$ cat config.mk
export PLATFORM = sky130hd
export DESIGN_NAME = voice_scheduler
export DESIGN_NICKNAME = d
export VERILOG_FILES = /design/src/rtl/voice_scheduler.sv
export SDC_FILE = /design/constraint.sdc
export NUM_CORES = 1
export LEC_CHECK = 0
export ABC_CLOCK_PERIOD_IN_PS = 3070
export BUFFER_PORTS_ARGS = -buffer_cell sky130_fd_sc_hd__buf_2
export CAP_MARGIN = 10
export CELL_PAD_IN_SITES_DETAIL_PLACEMENT = 1
export CELL_PAD_IN_SITES_GLOBAL_PLACEMENT = 2
export CORE_MARGIN = 3
export CORE_UTILIZATION = 37
export CTS_CLUSTER_DIAMETER = 80
export DETAILED_ROUTE_END_ITERATION = 7
export PLACE_DENSITY = 0.94
export REMOVE_ABC_BUFFERS = 1
export SLEW_MARGIN = 20
export SYNTH_ARGS = -nofsm -noshare
export SYNTH_HDL_FRONTEND = slang
export SYNTH_SLANG_ARGS = --single-unit
$ cat constraint.sdc
create_clock -name clk -period 3.07 [get_ports clk]
set_input_delay 0.4605 -clock clk [delete_from_list [all_inputs] [get_ports clk]]
set_output_delay 0.4605 -clock clk [all_outputs]
set_load 0.005 [all_outputs]
$ cat src/rtl/voice_scheduler.sv
// voice_scheduler: assigns streamed notes to free voice slots, times each
// voice's duration in beats and holds off the stream during rests.
// Optional feature: define VOICE_STEAL_EN to let a note take over the voice
// with the least remaining time when every voice is busy.
module voice_scheduler #(
  parameter int unsigned NUM_VOICES = 3
) (
  input  logic                    clk,
  input  logic                    reset,
  input  logic                    play_enable,
  input  logic                    beat,
  input  logic                    note_valid,
  input  logic [5:0]              note_in,
  input  logic [5:0]              duration_in,
  output logic                    note_ready,
  output logic [NUM_VOICES-1:0]   voice_load,
  output logic [6*NUM_VOICES-1:0] voice_note,
  output logic [NUM_VOICES-1:0]   voice_active,
  output logic                    all_done
);

  localparam int unsigned NOTE_W = 6;
  localparam int unsigned DUR_W  = 6;
  localparam int unsigned IDX_W  = (NUM_VOICES > 1) ? $clog2(NUM_VOICES) : 1;
`ifdef VOICE_STEAL_EN
  localparam bit STEAL_EN = 1'b1;
`else
  localparam bit STEAL_EN = 1'b0;
`endif

  typedef enum logic [0:0] {
    IDLE = 1'b0,
    REST = 1'b1
  } state_t;

  state_t                  state_q, state_d;
  logic [DUR_W-1:0]        rest_cnt_q, rest_cnt_d;
  logic [DUR_W-1:0]        cnt_q [NUM_VOICES];
  logic [NUM_VOICES-1:0]   free_c;
  logic [NUM_VOICES-1:0]   load_c;
  logic [IDX_W-1:0]        target_c;
  logic                    any_free_c;
  logic                    tick_c;
  logic                    accept_c;
  logic                    is_note_c;
  logic                    is_rest_c;

  // Per-voice free flags from registered counts
  always_comb begin
    for (int i = 0; i < NUM_VOICES; i++) begin
      free_c[i] = (cnt_q[i] == '0);
    end
  end

  assign any_free_c   = |free_c;
  assign voice_active = ~free_c;
  assign all_done     = (state_q == IDLE) && (&free_c);
  assign tick_c       = beat && play_enable;

  // Handshake: ready only in IDLE while playing and a note can be placed
  assign note_ready = !reset && play_enable && (state_q == IDLE) &&
                      (any_free_c || (note_in == '0) || (duration_in == '0) || STEAL_EN);
  assign accept_c   = note_valid && note_ready;
  assign is_note_c  = (note_in != '0) && (duration_in != '0);
  assign is_rest_c  = (note_in == '0) && (duration_in != '0);

  // Target voice selection
`ifdef VOICE_STEAL_EN
  // Smallest remaining count, lowest index on ties; a free voice always wins
  always_comb begin
    logic [DUR_W-1:0] min_cnt;
    target_c = '0;
    min_cnt  = cnt_q[0];
    for (int i = 1; i < NUM_VOICES; i++) begin
      if (cnt_q[i] < min_cnt) begin
        min_cnt  = cnt_q[i];
        target_c = IDX_W'(i);
      end
    end
  end
`else
  // Lowest-index free voice
  always_comb begin
    target_c = '0;
    for (int i = NUM_VOICES - 1; i >= 0; i--) begin
      if (free_c[i]) begin
        target_c = IDX_W'(i);
      end
    end
  end
`endif

  // One-hot load request for the accepted note
  always_comb begin
    for (int i = 0; i < NUM_VOICES; i++) begin
      load_c[i] = accept_c && is_note_c && (target_c == IDX_W'(i));
    end
  end

  // Voice countdowns: load beats decrement on the same edge
  always_ff @(posedge clk or posedge reset) begin
    if (reset) begin
      for (int i = 0; i < NUM_VOICES; i++) begin
        cnt_q[i] <= '0;
      end
    end else if (play_enable) begin
      for (int i = 0; i < NUM_VOICES; i++) begin
        if (load_c[i]) begin
          cnt_q[i] <= duration_in;
        end else if (beat && (cnt_q[i] != '0)) begin
          cnt_q[i] <= cnt_q[i] - DUR_W'(1);
        end
      end
    end
  end

  // Registered load strobes and held note numbers
  always_ff @(posedge clk or posedge reset) begin
    if (reset) begin
      voice_load <= '0;
      voice_note <= '0;
    end else begin
      voice_load <= load_c;
      for (int i = 0; i < NUM_VOICES; i++) begin
        if (load_c[i]) begin
          voice_note[NOTE_W*i +: NOTE_W] <= note_in;
        end
      end
    end
  end

  // FSM state and rest counter registers
  always_ff @(posedge clk or posedge reset) begin
    if (reset) begin
      state_q    <= IDLE;
      rest_cnt_q <= '0;
    end else begin
      state_q    <= state_d;
      rest_cnt_q <= rest_cnt_d;
    end
  end

  // Next state: enter REST on an accepted rest, leave when it runs out
  always_comb begin
    state_d    = state_q;
    rest_cnt_d = rest_cnt_q;
    case (state_q)
      IDLE: begin
        if (accept_c && is_rest_c) begin
          state_d    = REST;
          rest_cnt_d = duration_in;
        end
      end
      REST: begin
        if (rest_cnt_q == '0) begin
          state_d = IDLE;
        end else if (tick_c) begin
          rest_cnt_d = rest_cnt_q - DUR_W'(1);
          if (rest_cnt_q == DUR_W'(1)) begin
            state_d = IDLE;
          end
        end
      end
      default: begin
        state_d    = IDLE;
        rest_cnt_d = '0;
      end
    endcase
  end

endmodule
==> results.txt, run 1 <==
----------------------------------------------------
[Power]
  Power per Cell Area ... 854 nW/um2
  Standby leakage power ... approximately 1.3 nW
  Worst VDD drop ... ~320 uV

[Clock tree]
  Resized cells post-CTS ... 0
  Maximum level of the CTS H-tree ... 2
  Clock slew seen by the registers of the worst setup and hold paths ... 0.10 ns
  Worst skew pair latency ... 0.31 ns
  Hold bufs inserted after CTS ... 0
  Clk sinks ... 46
  Post CTS Setup Buffer Count ... 0
  Number of CTS-inserted buffers ... 5
  TritonCTS clock tree ... done
  CTS Root Buffer Type ... sky130_fd_sc_hd__clkbuf_8
  Clock Path Buffers ... 2

[Floorplan]
  Number of primary I/O pins ... 43
  Die Span Y ... 86.8 um
  Initial cell density of the core ... 39.4%
  Area of the core ... approximately 6100 um2
  # rows ... 28
  Die outline area ... around 7500 um2
  Width of the chip ... just under 90 um

[Setup path]
  Worst Path Class, Setup ... reg2out
  Sum of buffers and inverters on the critical path ... 3
  Cell with the biggest individual delay on the critical path ... sky130_fd_sc_hd__or3b_2
  Maximum cell stage delay along the critical path ... 0.51 ns
  Ordered cell list for the critical path ... inv_1 -> ha_1 -> or3b_2 -> nor3_1 -> inv_1 -> nor4_1 -> buf_2
  Critical path launch point type ... flop
  Arr. time, crit path ... 2.44 ns
  Cell family contributing the most delay on the critical path ... simple AND/OR/NAND/NOR gates
  Element type at the critical path end ... output pin
  Highest fanout seen on the critical path ... 6
  Library cell appearing most often on the critical path ... sky130_fd_sc_hd__inv_1
  Required @ worst endpoint ... 2.61 ns

[Drt]
  Remaining routing DRC violations ... 0
  Vias after detailed routing ... between 1500 and 2000
  Number of antenna-violating nets in the routed design ... 0
  Count of TritonRoute iterations in the first routing pass ... 4
  Number of vias per cell ... 5.31
  Initial DRC count ... 73
  Final wirelength ... 6280 um
  DR WL/cell ... 16.8 um

[STA]
  Slew margin rel. ... 59.8%
  Number of endpoints with negative hold slack in the final report ... 0
  Final setup TNS ... 0 ns
  Unrepaired setup endpoints after global routing ... false
  Final Setup Violations ... 0
  Number of slew-limit violations in the final report ... 0
  Post-route minimum period ... 2.90 ns
  Hold slack final ... between 0.3 and 0.4 ns
  Clock Skews ... 0.0116 ns
  Post-route worst setup slack ... approximately 0.17 ns
  Peak clock frequency supported by timing ... 0.344 GHz
  Share of the clock period used by the worst path after layout ... 94.6%
  Measured slew at the worst slew-check pin ... a little over 0.6 ns

[GRT]
  Wire length of the first global-routing pass ... between 10000 and 15000 um
  Via count of the first global-routing pass ... 1998
  Pin count of the biggest net entering global routing ... 47
  Aggregate global routing overflow ... 0
  Gr usage total ... 17.5%
  Initial antenna violation count ... 0

[Final layout]
  Final Net Count ... about 320
  Total of fill cells in the finished design ... ~700
  Final core occ ... 45.4%
  Ratio of cells with drive above 1 in the final layout ... roughly a quarter
  Number of antenna repair diodes ... 0
  Layout overhead on the synthesized area ... 15.2%
  Highest-count cells in the layout ignoring fill and taps ... sky130_fd_sc_hd__nand2_1 (51), sky130_fd_sc_hd__dfrtp_1 (46), sky130_fd_sc_hd__buf_2 (42)
  Most frequent standard cell in the layout excluding fill and tap cells ... sky130_fd_sc_hd__nand2_1

[Yosys]
  Average cell area after synthesis ... 9.51 um2
  Flip-flop and latch count after synthesis ... 46
  Ys Warns ... 0
  Most used flip-flop cell after synthesis ... sky130_fd_sc_hd__dfrtp_1
  Cell count after synthesis ... 254
  FFs w/ async S/R, synth ... 100%
  Post-Syn Area ... 2420 um2
  EDFF count, synth ... 0
  Distinct cells, synth ... 51
  Sequential cell area fraction in the yosys report ... 47.6%

[Place]
  Worst-case setup slack after placement ... a little over 0.5 ns
  PortBufs ... 42
  Routability congestion estimate ... 0.780
  Hpwl dp ... 4700 um

[Outcome]
  Outcome ... complete, no violations

[Min path]
  Worst hold path class ... in2async

[Job]
  MaxCap Viol Count ... 0

----------------------------------------------------
## cell families after synthesis
logic type | after synthesis | synth area share [%]
muxes | 8 | 3.73
xor gates and xnor gates | 7 | 2.54
DFF | 46 | 47.6
adders and majority gates | 6 | 3.11
AOI/OAI and AO/OA | 51 | 13.5
and+or+nand+nor | 108 | 23.3
buffers and inverters | 28 | 6.27
## power by group
group / leakage, nW / internal [mW] / switching, mW
registers: 0.583 / 0.845 / 0.228
logic: 0.685 / 0.392 / 0.447
clock network: 0.0585 / 0.244 / 0.221
## metrics by stage
stage | cell area (um2) | std cells | total power, mW
after global placement | 2670 | 366 | 1.88
final | 2780 | 374 | 2.38
after CTS | 2780 | 374 | 2.40
after floorplan | 2350 | 247 | 1.62
after detailed placement | 2670 | 366 | 1.93
after global routing | 2780 | 374 | 2.57
## final cells by class
class	count	area [um2]	share of cell area [%]
Clock inverter	3	43.8	1.57
Inverter	21	86.3	3.10
Sequential cell	46	1150	41.4
Timing Repair Buffer	44	225	8.09
Multi-Input combinational cell	180	1110	40.0
Clock buffer	5	68.8	2.47
Tap cell	75	93.8	3.37
## routing by layer
metal  global-route usage [%]  share of wire (%)
met1                     23.8                 47
met2                     28.4                 50
met3                     3.80                2.5
met4                     4.25                1.0
met5                        0                  0
## flip-flops by register name, summed over array words and instances (netlist names)
signal and count:
rest_cnt_q 6, voice_load 3, cnt_q 18, voice_note 18, state_q 1
## cell usage after synthesis, types with 2 or more instances
library cell,n,share of area (%)
sky130_fd_sc_hd__o21ai_0,16,3.3
sky130_fd_sc_hd__xor2_1,3,1.1
sky130_fd_sc_hd__clkbuf_1,3,0.47
sky130_fd_sc_hd__or4_1,3,0.93
sky130_fd_sc_hd__a21oi_1,10,2.1
sky130_fd_sc_hd__inv_2,4,0.62
sky130_fd_sc_hd__nor3_1,12,2.5
sky130_fd_sc_hd__nand2_1,51,7.9
sky130_fd_sc_hd__inv_1,16,2.5
sky130_fd_sc_hd__o211ai_1,2,0.62
sky130_fd_sc_hd__or3_1,3,0.78
sky130_fd_sc_hd__nor2_1,11,1.7
sky130_fd_sc_hd__buf_6,3,1.4
sky130_fd_sc_hd__dfrtp_1,46,48
sky130_fd_sc_hd__nand4_1,2,0.52
sky130_fd_sc_hd__mux2_2,8,3.7
sky130_fd_sc_hd__o31ai_1,3,0.93
sky130_fd_sc_hd__xnor2_1,4,1.4
sky130_fd_sc_hd__nor4_1,4,1.0
sky130_fd_sc_hd__a31oi_1,4,1.0
sky130_fd_sc_hd__nand3_1,7,1.4
sky130_fd_sc_hd__a211oi_1,3,0.93
sky130_fd_sc_hd__ha_1,6,3.1
sky130_fd_sc_hd__o22ai_1,3,0.78
## tightest hold or removal path: cells and delay by family
family | cells | cell delay (ns)
buffers and inverters | 3 | 0.65
## path summary, 6_finish.rpt
path,start,to,slack [ns],cells after the start
max,cnt_q[0],all_done,0.17,7
min,reset,cnt_q[0],0.32,3
max reg2reg,cnt_q[6],cnt_q[9],0.61,9
min reg2reg,voice_note[8],voice_note[8],0.48,2
max in group asynchronous,reset,cnt_q[8],2.33,3
min in group clk,note_in[1],voice_note[1],0.40,3
No activity file was read; power rests on OpenSTA's default activity.
==> inputs of run 2 (changes only) <==
--- a/config.mk
+++ b/config.mk
@@ -14,6 +14,7 @@
 export CORE_UTILIZATION = 37
 export CTS_CLUSTER_DIAMETER = 80
 export DETAILED_ROUTE_END_ITERATION = 7
+export MAX_ROUTING_LAYER = met4
 export PLACE_DENSITY = 0.94
 export REMOVE_ABC_BUFFERS = 1
 export SLEW_MARGIN = 20
==> constraint.sdc (replaced) <==
create_clock -name clk -period 3.07 [get_ports clk]
set_input_delay 0.307 -clock clk [delete_from_list [all_inputs] [get_ports clk]]
set_output_delay 0.307 -clock clk [all_outputs]
set_load 0.005 [all_outputs]
==> run 2 against run 1 <==
  * Fmax increased by 15%
  * First-iteration DRC count decreased by 22%
  * Global-route usage increased by 0.72 points
  * Clock-buffer cell count unchanged
  * Core utilization decreased by 0.45 points
  * Power decreased by 3.8%
  * Final cell count decreased by 0.27%
  * Sequential power about the same
  * Critical path depth unchanged
==> results.txt, run 2 (synthesis results as in run 1) <==
----------------------------------------------------
[Place]
  Hpwl dp ... 4680 um (-0.50%)
  Routability congestion estimate ... 0.779 (-0.19%)
  PortBufs ... 42 (unchanged)
  Number of cells after detailed placement ... 365 (-0.27%)

[Final layout]
  Final cell count without fillers ... 373 (-0.27%)
  Ratio of cells with drive above 1 in the final layout ... 25.5% (-0.25 points)
  Highest-count cells in the layout ignoring fill and taps ... sky130_fd_sc_hd__nand2_1 (51), sky130_fd_sc_hd__dfrtp_1 (46), sky130_fd_sc_hd__buf_2 (42)
  Most frequent standard cell in the layout excluding fill and tap cells ... sky130_fd_sc_hd__nand2_1
  Final Net Count ... 320 (-0.31%)
  Total of fill cells in the finished design ... 726 (+2.8%)
  Number of antenna repair diodes ... 0 (unchanged)
  Biggest regs ... cnt_q (18), voice_note (18), rest_cnt_q (6)
  Layout overhead on the synthesized area ... 14.0%
  Multi-input gate area ... 1110 um2 (unchanged)
  Reg area ... 1150 um2 (unchanged)
  Final core occ ... 44.9% (-0.45 points)

[Clock tree]
  Post CTS Setup Buffer Count ... 0 (unchanged)
  TritonCTS clock tree ... done
  Maximum level of the CTS H-tree ... 2 (unchanged)
  Resized cells post-CTS ... 0 (unchanged)
  Clock Path Buffers ... 2 (unchanged)
  Worst skew pair latency ... 0.30 ns (about the same)
  Clock slew seen by the registers of the worst setup and hold paths ... 0.09 ns (about the same)
  Clk sinks ... 46 (unchanged)
  CTS Root Buffer Type ... sky130_fd_sc_hd__clkbuf_8
  Number of CTS-inserted buffers ... 5 (unchanged)
  Hold bufs inserted after CTS ... 0 (unchanged)

[Drt]
  Remaining routing DRC violations ... 0 (unchanged)
  Initial DRC count ... 57 (-22%)
  Final wirelength ... 6240 um (-0.78%)
  DR WL/cell ... 16.7 um (-0.51%)
  Vias after detailed routing ... 2024 (+2.0%)
  Number of vias per cell ... 5.43 (+2.2%)
  Count of TritonRoute iterations in the first routing pass ... 4 (unchanged)
  Number of antenna-violating nets in the routed design ... 0 (unchanged)

[Floorplan]
  Width of the chip ... 86.8 um (unchanged)
  # rows ... 28 (unchanged)
  Area of the core ... 6130 um2 (unchanged)
  Number of primary I/O pins ... 43 (unchanged)
  Die outline area ... 7540 um2 (unchanged)
  Initial cell density of the core ... 39.4% (unchanged)
  Die Span Y ... 86.8 um (unchanged)

[Setup path]
  Element type at the critical path end ... output pin
  Highest fanout seen on the critical path ... 6 (unchanged)
  Required @ worst endpoint ... 2.76 ns (+0.15 ns)
  Ordered cell list for the critical path ... inv_1 -> ha_1 -> or3b_2 -> nor3_1 -> inv_1 -> a31oi_1 -> buf_2
  Worst Path Class, Setup ... reg2out
  Cell with the biggest individual delay on the critical path ... sky130_fd_sc_hd__or3b_2
  Cell family contributing the most delay on the critical path ... simple AND/OR/NAND/NOR gates
  Critical path launch point type ... flop
  Library cell appearing most often on the critical path ... sky130_fd_sc_hd__inv_1
  Maximum cell stage delay along the critical path ... 0.51 ns (about the same)
  Arr. time, crit path ... 2.23 ns (-0.21 ns)
  Sum of buffers and inverters on the critical path ... 3 (unchanged)

[STA]
  Number of slew-limit violations in the final report ... 0 (unchanged)
  Post-route minimum period ... 2.53 ns (-0.370 ns)
  Slew margin rel. ... 55.1% (-4.7 points)
  Final setup TNS ... 0 ns (unchanged)
  Unrepaired setup endpoints after global routing ... false
  Hold slack final ... 0.165 ns (-0.156 ns)
  Clock Skews ... 0.00874 ns (-0.00282 ns)
  Peak clock frequency supported by timing ... 0.395 GHz (+15%)
  Measured slew at the worst slew-check pin ... 0.667 ns (+0.0640 ns)
  Final Setup Violations ... 0 (unchanged)
  Share of the clock period used by the worst path after layout ... 82.5% (-12 points)
  Number of endpoints with negative hold slack in the final report ... 0 (unchanged)

[GRT]
  Pin count of the biggest net entering global routing ... 47 (unchanged)
  Initial antenna violation count ... 0 (unchanged)
  Wire length of the first global-routing pass ... 10400 um (+2.4%)
  Aggregate global routing overflow ... 0 (unchanged)
  Via count of the first global-routing pass ... 2010 (+0.60%)
  Gr usage total ... 18.2% (+0.72 points)

[Min path]
  Worst hold path class ... in2async

[Power]
  Power per Cell Area ... 830 nW/um2 (-2.8%)
  Overall power ... 2.29 mW (-3.8%)
  Worst VDD drop ... 311 uV (-3.1%)
  Standby leakage power ... 1.30 nW (-1.7%)

[Outcome]
  Outcome ... complete, no violations

[Job]
  MaxCap Viol Count ... 0 (unchanged)

----------------------------------------------------
-- run 2: final timing paths --
path	depth (start not counted)	end	slack, ns	from
setup / recovery	7	note_ready	0.54	cnt_q[0]
hold / removal	3	cnt_q[2]	0.16	reset
setup reg to reg	9	cnt_q[9]	0.54	cnt_q[6]
hold reg to reg	2	voice_note[0]	0.48	voice_note[0]
max in group asynchronous	3	state_q	2.47	reset
min in group clk	3	voice_note[1]	0.24	note_in[1]
-- run 2: layout make-up --
class,count,share of cell area (%)
clock buffers,5,2.50
clock inverters,3,0.863
inverters,21,3.13
multi-input cells,180,40.4
flip-flops and latches,46,41.8
well taps,75,3.41
repair buffers,43,7.90
-- run 2: worst reg2reg max path, cell delays in order (launching register included) --
cell	delay (ns)
sky130_fd_sc_hd__dfrtp_1	0.39
sky130_fd_sc_hd__inv_1	0.11
sky130_fd_sc_hd__ha_1	0.24
sky130_fd_sc_hd__nand2b_4	0.08
sky130_fd_sc_hd__nor4_4	0.31
sky130_fd_sc_hd__inv_2	0.10
sky130_fd_sc_hd__or4_1	0.77
sky130_fd_sc_hd__inv_8	0.19
sky130_fd_sc_hd__a221oi_1	0.10
sky130_fd_sc_hd__a31oi_1	0.16
-- run 2: power by group --
group	internal, mW	switching (mW)
logic	0.389	0.436
registers	0.845	0.237
clock network	0.163	0.218
total	1.40	0.891
-- run 2: per-stage QoR --
stage | setup WS (ns) | instance area [um2]
2_1_floorplan | 0.892 | 2350
3_3_place_gp | 0.630 | 2660
3_5_place_dp | 0.578 | 2660
4_1_cts | 0.513 | 2760
5_1_grt | 0.323 | 2760
6_report | 0.536 | 2760
-- run 2: per-layer routing --
layer	part of all wire, %	GRT usage, %	vias up
met4	0.47	3.40	0
met5	0	-	-
met2	49	28.2	35
met3	2.9	3.42	2
li1	-	-	973
met1	47	25.2	1014
==> inputs of run 3 (changes only) <==
--- a/config.mk
+++ b/config.mk
@@ -5,17 +5,17 @@
 export SDC_FILE = /design/constraint.sdc
 export NUM_CORES = 1
 export LEC_CHECK = 0
-export ABC_CLOCK_PERIOD_IN_PS = 3070
+export ABC_CLOCK_PERIOD_IN_PS = 2300
 export BUFFER_PORTS_ARGS = -buffer_cell sky130_fd_sc_hd__buf_2
 export CAP_MARGIN = 10
 export CELL_PAD_IN_SITES_DETAIL_PLACEMENT = 1
 export CELL_PAD_IN_SITES_GLOBAL_PLACEMENT = 2
 export CORE_MARGIN = 3
-export CORE_UTILIZATION = 37
+export CORE_UTILIZATION = 31
 export CTS_CLUSTER_DIAMETER = 80
 export DETAILED_ROUTE_END_ITERATION = 7
 export MAX_ROUTING_LAYER = met4
-export PLACE_DENSITY = 0.94
+export PLACE_DENSITY = 0.85
 export REMOVE_ABC_BUFFERS = 1
 export SLEW_MARGIN = 20
 export SYNTH_ARGS = -nofsm -noshare
==> constraint.sdc (replaced) <==
create_clock -name clk -period 2.3 [get_ports clk]
set_input_delay 0.23 -clock clk [delete_from_list [all_inputs] [get_ports clk]]
set_output_delay 0.23 -clock clk [all_outputs]
set_load 0.005 [all_outputs]
==> run 3 against run 2 <==
  * Critical path depth rose by 1
  * Design area is 11% higher
  * First-iteration DRC count rose by 72%
  * Clock skew down 0.0011 ns
  * Clock-buffer cell count did not move
  * Final cell count is 13% higher
  * Wire length increased by 14%
  * Global-route usage down 1.0 points
  * Combinational power rose by 82%
  * Non-clock buffer count rose by 24
  * Sequential power up 32%
  * Critical path type unchanged
  * Largest cell class is now multi-input combinational cells
  * Largest power group is now combinational cells
==> results.txt, run 3 (synthesis results as in run 1) <==
----------------------------------------------------
[Outcome]
  Outcome ... complete, no violations

[Place]
  PortBufs ... 42 (unchanged)
  Instance area after placement ... 2760 um2 (+3.7%)
  Routability congestion estimate ... 0.785 (+0.82%)
  Hpwl dp ... 4950 um (+5.8%)

[Setup path]
  Required @ worst endpoint ... 2.07 ns (-0.69 ns)
  Critical path launch point type ... flop
  Ordered cell list for the critical path ... inv_2 -> ha_4 -> or4b_4 -> nor2_4 -> inv_2 -> buf_4 -> nor4_4 -> buf_2
  Highest fanout seen on the critical path ... 6 (unchanged)
  Cell family contributing the most delay on the critical path ... simple AND/OR/NAND/NOR gates
  Maximum cell stage delay along the critical path ... 0.46 ns (-0.05 ns)
  Library cell appearing most often on the critical path ... sky130_fd_sc_hd__inv_2
  Sum of buffers and inverters on the critical path ... 4 (+1)
  Cell with the biggest individual delay on the critical path ... sky130_fd_sc_hd__or4b_4
  Element type at the critical path end ... output pin
  Worst Path Class, Setup ... reg2out
  Arr. time, crit path ... 2.06 ns (-0.17 ns)

[STA]
  Final Setup Violations ... 0 (unchanged)
  Hold slack final ... 0.0848 ns (-0.0798 ns)
  Peak clock frequency supported by timing ... approximately 0.44 GHz
  Number of slew-limit violations in the final report ... 0 (unchanged)
  Share of the clock period used by the worst path after layout ... between 90 and 100%
  Unrepaired setup endpoints after global routing ... true
  Number of endpoints with negative hold slack in the final report ... 0 (unchanged)
  Slew margin rel. ... 58.0% (+2.9 points)
  Measured slew at the worst slew-check pin ... 0.630 ns (-0.0368 ns)
  Post-route minimum period ... around 2.3 ns
  Clock Skews ... 0.00763 ns (-0.00111 ns)

[Drt]
  Count of TritonRoute iterations in the first routing pass ... 4 (unchanged)
  Initial DRC count ... 98 (+72%)
  Vias after detailed routing ... 2160 (+6.7%)
  Remaining routing DRC violations ... 0 (unchanged)
  DR WL/cell ... 16.9 um (+0.90%)
  Final wirelength ... 7100 um (+14%)
  Number of antenna-violating nets in the routed design ... 0 (unchanged)
  Number of vias per cell ... 5.13 (-5.4%)

[GRT]
  Gr usage total ... 17.2% (-1.0 points)
  Aggregate global routing overflow ... 0 (unchanged)
  Initial antenna violation count ... 0 (unchanged)
  Pin count of the biggest net entering global routing ... 47 (unchanged)
  Via count of the first global-routing pass ... 2275 (+13%)
  Wire length of the first global-routing pass ... 11600 um (+11%)

[Final layout]
  Highest-count cells in the layout ignoring fill and taps ... sky130_fd_sc_hd__nand2_1 (51), sky130_fd_sc_hd__dfrtp_1 (46), sky130_fd_sc_hd__buf_2 (42)
  Ratio of cells with drive above 1 in the final layout ... 34.8% (+9.3 points)
  Number of antenna repair diodes ... 0 (unchanged)
  Final Net Count ... 344 (+7.5%)
  Post-route design area ... 3070 um2 (+11%)
  Multi-input gate area ... 1210 um2 (+8.9%)
  Reg area ... 1150 um2 (unchanged)
  Biggest regs ... cnt_q (18), voice_note (18), rest_cnt_q (6)
  Layout overhead on the synthesized area ... 27.0%
  Total of fill cells in the finished design ... 878 (+21%)
  Most frequent standard cell in the layout excluding fill and tap cells ... sky130_fd_sc_hd__nand2_1

[Floorplan]
  Width of the chip ... 94.3 um (+8.6%)
  Area of the core ... 7410 um2 (+21%)
  Die Span Y ... 94.3 um (+8.6%)
  Number of primary I/O pins ... 43 (unchanged)
  # rows ... 31 (+11%)
  Die outline area ... 8890 um2 (+18%)
  Initial cell density of the core ... 32.6% (-6.8 points)

[Clock tree]
  Clock Path Buffers ... 2 (unchanged)
  Clk sinks ... 46 (unchanged)
  Hold bufs inserted after CTS ... 0 (unchanged)
  Worst skew pair latency ... 0.31 ns (about the same)
  TritonCTS clock tree ... done
  Maximum level of the CTS H-tree ... 2 (unchanged)
  Clock slew seen by the registers of the worst setup and hold paths ... 0.10 ns (about the same)
  Number of CTS-inserted buffers ... 5 (unchanged)
  CTS Root Buffer Type ... sky130_fd_sc_hd__clkbuf_8

[Job]
  MaxCap Viol Count ... 0 (unchanged)

[Power]
  Standby leakage power ... 1.44 nW (+11%)
  Power per Cell Area ... 1130 nW/um2 (+36%)
  Worst VDD drop ... 522 uV (+68%)

[Min path]
  Worst hold path class ... in2async

----------------------------------------------------
## run 3: changes by cell type in the layout (fill, tap and decap cells not counted), sizes merged
cell      previous run  this run
buf                 43        67
clkinvlp             2         1
clkinv               0         1
## run 3: layout make-up
| class | instances | share of cell area, % |
|---|---|---|
| inverter | 21 | 2.81 |
| clock inverter | 3 | 0.815 |
| tap | 99 | 4.04 |
| multi-input combinational | 180 | 39.5 |
| clock buffer | 5 | 2.24 |
| sequential | 46 | 37.5 |
| timing repair buffer | 67 | 13.1 |
## run 3: report_power, final
group / total [mW] / internal, mW / switching [mW] / leakage [nW]
logic: 1.50 / 0.753 / 0.745 / 0.817
clock network: 0.542 / 0.220 / 0.322 / 0.0447
registers: 1.43 / 1.13 / 0.307 / 0.583
## run 3: worst paths after layout
path	startpoint	end	slack (ns)	cells past startpoint
worst max-delay path	cnt_q[13]	all_done	0.007	8
worst min-delay path	reset	cnt_q[1]	0.08	3
worst max register to register	cnt_q[13]	cnt_q[9]	0.16	10
worst min register to register	voice_note[0]	voice_note[0]	0.48	2
max in group asynchronous	reset	cnt_q[8]	1.77	3
min in group clk	note_in[4]	voice_note[4]	0.17	3
## run 3: worst reg2reg max path: stages (launching register included)
cell	delay, ns
sky130_fd_sc_hd__dfrtp_1	0.41
sky130_fd_sc_hd__inv_2	0.09
sky130_fd_sc_hd__ha_4	0.12
sky130_fd_sc_hd__or4b_4	0.46
sky130_fd_sc_hd__nor2_4	0.14
sky130_fd_sc_hd__buf_6	0.13
sky130_fd_sc_hd__buf_4	0.11
sky130_fd_sc_hd__or4_4	0.15
sky130_fd_sc_hd__inv_8	0.06
sky130_fd_sc_hd__a221oi_1	0.30
sky130_fd_sc_hd__a31oi_1	0.07
## run 3: stage by stage
step	TNS (ns)	power [mW]	worst slack, ns	instances	utilization (%)
global placement	-0.146	2.57	-0.139	398	37.3
detailed placement	-0.111	2.62	-0.111	398	37.3
CTS	-0.00331	3.35	-0.00331	417	40.3
floorplan	0	2.16	0.122	247	-
global route	-0.114	3.76	-0.0601	421	41.4
finish	0	3.48	0.00668	421	41.4
## run 3: routing by layer
| metal | track usage, % | up-vias | wire (um) |
|---|---|---|---|
| li1 | - | 1025 | - |
| met1 | 21.6 | 1099 | 3210 |
| met2 | 28.7 | 23 | 3640 |
| met3 | 2.40 | 13 | 109 |
| met4 | 5.66 | 0 | 146 |
| met5 | - | - | 0 |
## run 3: what timing repair did
| action | CTS | global route |
|---|---|---|
| hold endpoints to repair | 0 | 0 |
| pin swaps | 4 | 5 |
| resized for setup | 12 | 10 |
| setup buffers | 11 | 4 |
| endpoints found under the setup margin | 10 | 17 |
